### config.mk
export PLATFORM = sky130hd
export DESIGN_NAME = umem_port_arbiter_flat
export DESIGN_NICKNAME = d
export VERILOG_FILES = /design/src/rtl/umem_pkg.sv /design/src/rtl/umem_port_arbiter_if.sv /design/src/rtl/umem_prio_sel.sv /design/src/rtl/umem_port_arbiter.sv /design/src/flat_wrapper.sv
export SDC_FILE = /design/constraint.sdc
export NUM_CORES = 1
export LEC_CHECK = 0
export CAP_MARGIN = 20
export CELL_PAD_IN_SITES_DETAIL_PLACEMENT = 1
export CELL_PAD_IN_SITES_GLOBAL_PLACEMENT = 1
export CORE_UTILIZATION = 32
export DETAILED_ROUTE_END_ITERATION = 10
export GPL_ROUTABILITY_DRIVEN = 0
export PLACE_DENSITY_LB_ADDON = 0.05
export SETUP_SLACK_MARGIN = 0.1
export SLEW_MARGIN = 20
export SYNTH_ARGS = -nofsm -noshare
export SYNTH_HDL_FRONTEND = slang
export SYNTH_SLANG_ARGS = --single-unit
### constraint.sdc
create_clock -name clk -period 2.5 [get_ports clk]
set_clock_uncertainty 0.1 [all_clocks]
set_input_delay 0.625 -clock clk [delete_from_list [all_inputs] [get_ports clk]]
set_output_delay 0.625 -clock clk [all_outputs]
set_load 0.01 [all_outputs]
### src/rtl/umem_pkg.sv
// Shared types and defaults for the unified-memory port arbiter.
//   state_e : arbiter FSM states
//   owner_e : which core port owns the transaction in flight
package umem_pkg;

  localparam int unsigned ADDR_W_DEF = 32;
  localparam int unsigned DATA_W_DEF = 32;

  typedef enum logic [1:0] {
    IDLE,
    ISSUE,
    WAIT_RSP
  } state_e;

  typedef enum logic {
    OWN_IF = 1'b0,
    OWN_DM = 1'b1
  } owner_e;

endpackage

### src/rtl/umem_port_arbiter_if.sv
// Bundle of every signal around the unified-memory arbiter.
//   if_*      : instruction-fetch port (core side)
//   dm_*      : load/store data port (core side)
//   mem_*     : single memory port (memory side)
//   proto_err : sticky memory protocol error flag
// Modports:
//   master : the arbiter itself; it masters the memory port and answers the core ports
//   slave  : the surrounding core and memory model
interface umem_port_arbiter_if
  import umem_pkg::*;
#(
  parameter int unsigned ADDR_W = ADDR_W_DEF,
  parameter int unsigned DATA_W = DATA_W_DEF
);
  localparam int unsigned BE_W = DATA_W / 8;

  logic              if_req;
  logic [ADDR_W-1:0] if_addr;
  logic              if_gnt;
  logic              if_rvalid;
  logic [DATA_W-1:0] if_rdata;

  logic              dm_req;
  logic              dm_we;
  logic [BE_W-1:0]   dm_be;
  logic [ADDR_W-1:0] dm_addr;
  logic [DATA_W-1:0] dm_wdata;
  logic              dm_gnt;
  logic              dm_rvalid;
  logic [DATA_W-1:0] dm_rdata;

  logic              mem_req;
  logic              mem_we;
  logic [BE_W-1:0]   mem_be;
  logic [ADDR_W-1:0] mem_addr;
  logic [DATA_W-1:0] mem_wdata;
  logic              mem_gnt;
  logic              mem_rvalid;
  logic [DATA_W-1:0] mem_rdata;

  logic              proto_err;

  modport master (
    input  if_req, if_addr,
    output if_gnt, if_rvalid, if_rdata,
    input  dm_req, dm_we, dm_be, dm_addr, dm_wdata,
    output dm_gnt, dm_rvalid, dm_rdata,
    output mem_req, mem_we, mem_be, mem_addr, mem_wdata,
    input  mem_gnt, mem_rvalid, mem_rdata,
    output proto_err
  );

  modport slave (
    output if_req, if_addr,
    input  if_gnt, if_rvalid, if_rdata,
    output dm_req, dm_we, dm_be, dm_addr, dm_wdata,
    input  dm_gnt, dm_rvalid, dm_rdata,
    input  mem_req, mem_we, mem_be, mem_addr, mem_wdata,
    output mem_gnt, mem_rvalid, mem_rdata,
    input  proto_err
  );

endinterface

### src/rtl/umem_prio_sel.sv
// Winner select between fetch and data requests, with a starvation guard.
// Data wins ties until MAX_DBURST data grants have been given back to back while fetch
// was waiting; then fetch wins once.
//   clk, reset : clock, synchronous active-high reset
//   grant_en   : arbiter is in IDLE, so any request present this cycle is granted
//   if_req     : fetch request
//   dm_req     : data request
//   any_req    : at least one request present
//   winner     : port that wins if a grant happens this cycle
module umem_prio_sel
  import umem_pkg::*;
#(
  parameter int unsigned MAX_DBURST = 4
) (
  input  logic   clk,
  input  logic   reset,
  input  logic   grant_en,
  input  logic   if_req,
  input  logic   dm_req,
  output logic   any_req,
  output owner_e winner
);

  localparam int unsigned CNT_W = $clog2(MAX_DBURST + 1);
  localparam logic [CNT_W-1:0] CNT_MAX = CNT_W'(MAX_DBURST);

  logic [CNT_W-1:0] starve_cnt_q, starve_cnt_d;
  logic             starved;

  assign starved = (starve_cnt_q == CNT_MAX);

  always_comb begin
    any_req = if_req | dm_req;
    winner  = (dm_req && !(if_req && starved)) ? OWN_DM : OWN_IF;
  end

  always_comb begin
    starve_cnt_d = starve_cnt_q;
    if (grant_en && any_req) begin
      if (winner == OWN_DM && if_req) begin
        // Fetch lost a contested round; count it, saturating.
        if (!starved) begin
          starve_cnt_d = starve_cnt_q + CNT_W'(1);
        end
      end else begin
        starve_cnt_d = '0;
      end
    end
  end

  always_ff @(posedge clk) begin
    if (reset) begin
      starve_cnt_q <= '0;
    end else begin
      starve_cnt_q <= starve_cnt_d;
    end
  end

endmodule

### src/rtl/umem_port_arbiter.sv
// Shares one single-ported memory between the instruction-fetch port and the load/store
// data port. One transaction in flight at a time: IDLE grants and latches a request,
// ISSUE holds mem_req until mem_gnt, WAIT_RSP routes the response back one cycle later.
//   clk, reset : clock, synchronous active-high reset
//   bus        : all fetch, data and memory handshake signals plus proto_err
module umem_port_arbiter
  import umem_pkg::*;
#(
  parameter int unsigned ADDR_W     = ADDR_W_DEF,
  parameter int unsigned DATA_W     = DATA_W_DEF,
  parameter int unsigned MAX_DBURST = 4
) (
  input logic                 clk,
  input logic                 reset,
  umem_port_arbiter_if.master bus
);

  localparam int unsigned BE_W = DATA_W / 8;

  state_e state_q, state_d;
  owner_e owner_q, winner;
  logic   any_req, grant, rsp_fire, in_idle;

  logic              mem_req_q, mem_we_q;
  logic [BE_W-1:0]   mem_be_q;
  logic [ADDR_W-1:0] mem_addr_q;
  logic [DATA_W-1:0] mem_wdata_q;

  logic              if_rvalid_q, dm_rvalid_q, proto_err_q;
  logic [DATA_W-1:0] if_rdata_q, dm_rdata_q;

  assign in_idle = (state_q == IDLE);

  umem_prio_sel #(
    .MAX_DBURST(MAX_DBURST)
  ) u_prio_sel (
    .clk     (clk),
    .reset   (reset),
    .grant_en(in_idle),
    .if_req  (bus.if_req),
    .dm_req  (bus.dm_req),
    .any_req (any_req),
    .winner  (winner)
  );

  // FSM state register
  always_ff @(posedge clk) begin
    if (reset) begin
      state_q <= IDLE;
    end else begin
      state_q <= state_d;
    end
  end

  // FSM next state
  always_comb begin
    state_d = state_q;
    unique case (state_q)
      IDLE:     if (any_req)        state_d = ISSUE;
      ISSUE:    if (bus.mem_gnt)    state_d = WAIT_RSP;
      WAIT_RSP: if (bus.mem_rvalid) state_d = IDLE;
      default:                      state_d = IDLE;
    endcase
  end

  // FSM outputs; grant is masked during reset so no gnt leaks out while being cleared
  always_comb begin
    grant    = 1'b0;
    rsp_fire = 1'b0;
    unique case (state_q)
      IDLE:     grant    = any_req & ~reset;
      WAIT_RSP: rsp_fire = bus.mem_rvalid;
      default:  ;
    endcase
  end

  assign bus.if_gnt = grant & (winner == OWN_IF);
  assign bus.dm_gnt = grant & (winner == OWN_DM);

  // Request latch and response routing
  always_ff @(posedge clk) begin
    if (reset) begin
      owner_q     <= OWN_IF;
      mem_req_q   <= 1'b0;
      mem_we_q    <= 1'b0;
      mem_be_q    <= '0;
      mem_addr_q  <= '0;
      mem_wdata_q <= '0;
      if_rvalid_q <= 1'b0;
      dm_rvalid_q <= 1'b0;
      if_rdata_q  <= '0;
      dm_rdata_q  <= '0;
      proto_err_q <= 1'b0;
    end else begin
      if_rvalid_q <= rsp_fire & (owner_q == OWN_IF);
      dm_rvalid_q <= rsp_fire & (owner_q == OWN_DM);
      if (rsp_fire) begin
        if (owner_q == OWN_IF) begin
          if_rdata_q <= bus.mem_rdata;
        end else begin
          dm_rdata_q <= mem_we_q ? '0 : bus.mem_rdata;
        end
      end

      if (grant) begin
        owner_q   <= winner;
        mem_req_q <= 1'b1;
        if (winner == OWN_DM) begin
          mem_we_q    <= bus.dm_we;
          mem_be_q    <= bus.dm_be;
          mem_addr_q  <= bus.dm_addr;
          mem_wdata_q <= bus.dm_wdata;
        end else begin
          // Fetch is a full-word read
          mem_we_q    <= 1'b0;
          mem_be_q    <= '1;
          mem_addr_q  <= bus.if_addr;
          mem_wdata_q <= '0;
        end
      end else if (state_q == ISSUE && bus.mem_gnt) begin
        mem_req_q <= 1'b0;
      end

      // A response with no accepted request outstanding is a memory-side protocol bug
      if (bus.mem_rvalid && state_q != WAIT_RSP) begin
        proto_err_q <= 1'b1;
      end
    end
  end

  assign bus.mem_req   = mem_req_q;
  assign bus.mem_we    = mem_we_q;
  assign bus.mem_be    = mem_be_q;
  assign bus.mem_addr  = mem_addr_q;
  assign bus.mem_wdata = mem_wdata_q;
  assign bus.if_rvalid = if_rvalid_q;
  assign bus.if_rdata  = if_rdata_q;
  assign bus.dm_rvalid = dm_rvalid_q;
  assign bus.dm_rdata  = dm_rdata_q;
  assign bus.proto_err = proto_err_q;

endmodule

### src/flat_wrapper.sv
// flat-port wrapper written by rule: the top's interface ports become plain ports
module umem_port_arbiter_flat import umem_pkg::*;
#(
  parameter int unsigned ADDR_W     = ADDR_W_DEF,
  parameter int unsigned DATA_W     = DATA_W_DEF,
  parameter int unsigned MAX_DBURST = 4
)
  (clk, reset, bus_if_req, bus_if_addr, bus_if_gnt, bus_if_rvalid, bus_if_rdata, bus_dm_req, bus_dm_we, bus_dm_be, bus_dm_addr, bus_dm_wdata, bus_dm_gnt, bus_dm_rvalid, bus_dm_rdata, bus_mem_req, bus_mem_we, bus_mem_be, bus_mem_addr, bus_mem_wdata, bus_mem_gnt, bus_mem_rvalid, bus_mem_rdata, bus_proto_err);
  umem_port_arbiter_if #(.ADDR_W(ADDR_W), .DATA_W(DATA_W)) bus_i ();
  input logic clk;
  input logic reset;
  input wire logic [$bits(bus_i.if_req)-1:0] bus_if_req;
  input wire logic [$bits(bus_i.if_addr)-1:0] bus_if_addr;
  output wire logic [$bits(bus_i.if_gnt)-1:0] bus_if_gnt;
  output wire logic [$bits(bus_i.if_rvalid)-1:0] bus_if_rvalid;
  output wire logic [$bits(bus_i.if_rdata)-1:0] bus_if_rdata;
  input wire logic [$bits(bus_i.dm_req)-1:0] bus_dm_req;
  input wire logic [$bits(bus_i.dm_we)-1:0] bus_dm_we;
  input wire logic [$bits(bus_i.dm_be)-1:0] bus_dm_be;
  input wire logic [$bits(bus_i.dm_addr)-1:0] bus_dm_addr;
  input wire logic [$bits(bus_i.dm_wdata)-1:0] bus_dm_wdata;
  output wire logic [$bits(bus_i.dm_gnt)-1:0] bus_dm_gnt;
  output wire logic [$bits(bus_i.dm_rvalid)-1:0] bus_dm_rvalid;
  output wire logic [$bits(bus_i.dm_rdata)-1:0] bus_dm_rdata;
  output wire logic [$bits(bus_i.mem_req)-1:0] bus_mem_req;
  output wire logic [$bits(bus_i.mem_we)-1:0] bus_mem_we;
  output wire logic [$bits(bus_i.mem_be)-1:0] bus_mem_be;
  output wire logic [$bits(bus_i.mem_addr)-1:0] bus_mem_addr;
  output wire logic [$bits(bus_i.mem_wdata)-1:0] bus_mem_wdata;
  input wire logic [$bits(bus_i.mem_gnt)-1:0] bus_mem_gnt;
  input wire logic [$bits(bus_i.mem_rvalid)-1:0] bus_mem_rvalid;
  input wire logic [$bits(bus_i.mem_rdata)-1:0] bus_mem_rdata;
  output wire logic [$bits(bus_i.proto_err)-1:0] bus_proto_err;
  assign bus_i.if_req = bus_if_req;
  assign bus_i.if_addr = bus_if_addr;
  assign bus_if_gnt = bus_i.if_gnt;
  assign bus_if_rvalid = bus_i.if_rvalid;
  assign bus_if_rdata = bus_i.if_rdata;
  assign bus_i.dm_req = bus_dm_req;
  assign bus_i.dm_we = bus_dm_we;
  assign bus_i.dm_be = bus_dm_be;
  assign bus_i.dm_addr = bus_dm_addr;
  assign bus_i.dm_wdata = bus_dm_wdata;
  assign bus_dm_gnt = bus_i.dm_gnt;
  assign bus_dm_rvalid = bus_i.dm_rvalid;
  assign bus_dm_rdata = bus_i.dm_rdata;
  assign bus_mem_req = bus_i.mem_req;
  assign bus_mem_we = bus_i.mem_we;
  assign bus_mem_be = bus_i.mem_be;
  assign bus_mem_addr = bus_i.mem_addr;
  assign bus_mem_wdata = bus_i.mem_wdata;
  assign bus_i.mem_gnt = bus_mem_gnt;
  assign bus_i.mem_rvalid = bus_mem_rvalid;
  assign bus_i.mem_rdata = bus_mem_rdata;
  assign bus_proto_err = bus_i.proto_err;
  umem_port_arbiter #(.ADDR_W(ADDR_W), .DATA_W(DATA_W), .MAX_DBURST(MAX_DBURST)) u_core (.clk(clk), .reset(reset), .bus(bus_i));
endmodule
==> results.sh <==
export IMPL_status="finished, final reports clean"
export IMPL_overflow=0
export IMPL_routedWlPerCell_um=19.34
export IMPL_multi_input_area_mm2=0.002675
export IMPL_utilization_pct=52.27
export IMPL_grt_usage_pct=22.83
export IMPL_hold_viol_final=0
export IMPL_firstDrtPassIters=4
export IMPL_via_count=6113
export IMPL_dp_hpwl_um=14420
export IMPL_worstSetupPathType="flop to output port"
export IMPL_die_area_mm2=0.01886
export IMPL_drtIter0Drc=261
export IMPL_routed_wl_um=21690
export IMPL_drive_gt1_share_pct=8.876
export IMPL_htree_levels=4
export IMPL_synthToLayoutAreaGrowth_pct=60.19
export IMPL_clkLatencyLatePin_ps=420
export IMPL_required_ps=1770
export IMPL_cp_arrival_ps=1620
export IMPL_rsz0062_at_grt="true"
export IMPL_root_buffer="clkbuf_16"
export IMPL_cts_num_sinks=143
export IMPL_synth_edf_count=0
export IMPL_initial_core_util_pct=32.63
export IMPL_setup_viol=0
export IMPL_grt_max_degree=91
export IMPL_ys_seq_elements=143
export IMPL_die_x_um=137.3
export IMPL_synth_ff_type="dfxtp_1"
export IMPL_die_h_um=137.3
export IMPL_worst_slew_pin_slew_ps=992.3
export IMPL_critPathMaxFanout=4
export IMPL_fin_crit_ps=2347
export IMPL_timing_fmax_mhz=426.1
export IMPL_worstPathCellList="inv_1, ha_4, nand3_2, and2_1, nor3_1, buf_2"
export IMPL_synth_area_mm2=0.005862
export IMPL_drc_errors=0
export IMPL_rows=49
export IMPL_netlist_top_cells_area="dfxtp_1 49%, a21oi_1 9.2%, a22o_1 4.8%"
export IMPL_crit_path_max_incr_delay_ps=320
export IMPL_cts_hold_buf=0
export IMPL_synth_common_cells="143 x dfxtp_1, 108 x a21oi_1, 67 x nand2_1"
export IMPL_r2r_cells=6
export IMPL_startpoint_type="flop"
export IMPL_drv_cap=0
export IMPL_synth_warnings=0
export IMPL_r2r_end="u_core.bus.mem_addr[4]$_SDFFE_PP0P_"
export IMPL_ff2ff_setup_slack_ps=360
export IMPL_whs_path_depth=2
export IMPL_io_pins=278
export IMPL_cts_inserted_buffers=17
export IMPL_tritoncts="yes"
export IMPL_core_area_mm2=0.01796
export IMPL_hp_start="reset"
export IMPL_synth_top_area_share_pct=48.84
export IMPL_fin_crit_sh_pct=93.87
export IMPL_leakage_nw=3.153
export IMPL_cpLargestDelayFamily="simple AND/OR/NAND/NOR gates"
export IMPL_power_density_mw_per_mm2=618.9
export IMPL_hp_class="input port to flop"
export IMPL_critical_path_buf_inv_count=2
export IMPL_hold_end="u_core.owner_q$_SDFFE_PP0P_"
export IMPL_crit_path_end_kind="output port"
export IMPL_maxSlewViolCount=0
export IMPL_syn_nets=779
export IMPL_synth_top_cell_by_area="dfxtp_1"
export IMPL_r2r_start="u_core.u_prio_sel.starve_cnt_q[1]$_SDFFE_PP0P_"
export IMPL_yosysMostFrequentCell="dfxtp_1"
export IMPL_via_per_inst=5.448
export IMPL_nets=1019
export IMPL_yosysSeqAreaShare_pct=48.84
export IMPL_ant_nets=0
export IMPL_grt_first_pass_wirelength_um=33260
export IMPL_avgSynthCellArea_um2=9.188
export IMPL_clkSlewWorstSetupHoldPaths_ps=60
export IMPL_yosysUniqueCellTypes=36
export IMPL_timing_slew_headroom_pct=33.85
export IMPL_portBuffers=277
export IMPL_tns_ps=0
export IMPL_clock_path_buffers=2
export IMPL_antenna_found_initial=3
export IMPL_synthCells=638
export IMPL_regArea_mm2=0.002863
export IMPL_power_mw=5.811
export IMPL_ys_async_sr_fraction_pct=0
export IMPL_slowest_stage="dfxtp_1"
export IMPL_max_vdd_ir_drop_v=0.0004676
export IMPL_fillers=1994
export IMPL_grt_pass1_vias=6385
per-layer routing:
metal | GRT usage (%) | vias up | part of all wire [%]
met5 | 0 | - | 0
met4 | 11.05 | 0 | 3.4
met3 | 7.837 | 44 | 8.0
met2 | 39.67 | 209 | 49
met1 | 24.71 | 2978 | 40
li1 | - | 2882 | -
kinds of logic (layout without fill, tap and decap cells):
kind of cell / Yosys count / in the layout / share of synthesized area, %
flops: 143 / 143 / 48.84
buf+inv: 84 / 336 / 6.553
other cells: 0 / 3 / 0
simple gates: 195 / 195 / 19.36
fa+ha+maj: 2 / 2 / 0.4268
compound gates: 214 / 214 / 24.82
state kept, by name (all words and copies together) (netlist names):
signal                          count
u_core.bus.dm_rdata                32
u_core.bus.dm_rvalid                1
u_core.bus.if_rdata                32
u_core.bus.if_rvalid                1
u_core.bus.mem_addr                32
u_core.bus.mem_be                   4
u_core.bus.mem_req                  1
u_core.bus.mem_wdata               32
u_core.bus.mem_we                   1
u_core.bus.proto_err                1
u_core.owner_q                      1
u_core.state_q                      2
u_core.u_prio_sel.starve_cnt_q      3
stage by stage:
step / hold slack [ps] / cells / area, µm² / setup WS (ps)
CTS: 297.7 / 1119 / 9380 / 126.6
floorplan: 366.2 / 638 / 5862 / 411.1
detailed placement: 348.9 / 1088 / 8852 / -450.1
global placement: 341.1 / 1088 / 8852 / -431.3
global route: 301.2 / 1119 / 9383 / 70.30
finish: 311.4 / 1122 / 9390 / 153.3
worst max-delay path by stage:
| stage | from | to | slack, ps | cells after the start |
|---|---|---|---|---|
| after floorplan | bus_if_req | bus_dm_gnt | 410 | 4 |
| after global placement | bus_if_req | bus_if_gnt | -430 | 5 |
| after detailed placement | bus_if_req | bus_dm_gnt | -450 | 5 |
| after CTS | u_core.u_prio_sel.starve_cnt_q[1]$_SDFFE_PP0P_ | bus_dm_gnt | 130 | 6 |
| after global routing | u_core.u_prio_sel.starve_cnt_q[1]$_SDFFE_PP0P_ | bus_if_gnt | 70 | 6 |
| final | u_core.u_prio_sel.starve_cnt_q[1]$_SDFFE_PP0P_ | bus_if_gnt | 150 | 6 |
cell usage in the layout, fill, tap and decap left out, types with 2 or more instances in the layout:
cell type | Yosys | final
nor3_1 | 6 | 5
nor2_4 | 0 | 2
clkinv_2 | 0 | 4
nor2_1 | 4 | 3
inv_6 | 0 | 2
nand4b_1 | 2 | 2
nor4b_1 | 32 | 32
buf_12 | 0 | 6
clkinv_4 | 0 | 2
a2111oi_4 | 7 | 7
clkbuf_16 | 0 | 17
nand2_1 | 67 | 67
a22o_1 | 32 | 32
o21ai_0 | 37 | 37
and2_1 | 2 | 2
nand4_1 | 35 | 35
diode_2 | 0 | 3
a21oi_1 | 108 | 108
buf_4 | 3 | 23
dfxtp_1 | 143 | 143
a2111oi_0 | 25 | 25
clkinvlp_4 | 0 | 5
a211oi_1 | 4 | 4
nor4_1 | 32 | 32
clkdlybuf4s50_1 | 0 | 272
final cells by class:
cell class,count,share of cell area [%]
inverter,2,0.07995
antenna,3,0.07995
tap,229,3.051
timing repair buffer,303,32.26
clock buffer,18,4.570
sequential,143,30.49
multi-input combinational,411,28.49
clock inverter,13,0.9860
report_power, final:
group,internal [mW],switching [mW]
sequential,2.40,0.0705
combinational,0.568,0.513
clock,1.26,0.998
total,4.23,1.58
repair_timing:
action,4_1_cts,5_1_grt
setup endpoints to repair,2,2
gates resized for setup,15,1
cloned,0,0
buffers inserted,0,0
hold endpoints to repair,0,0
No activity file was read; power rests on OpenSTA's default activity.
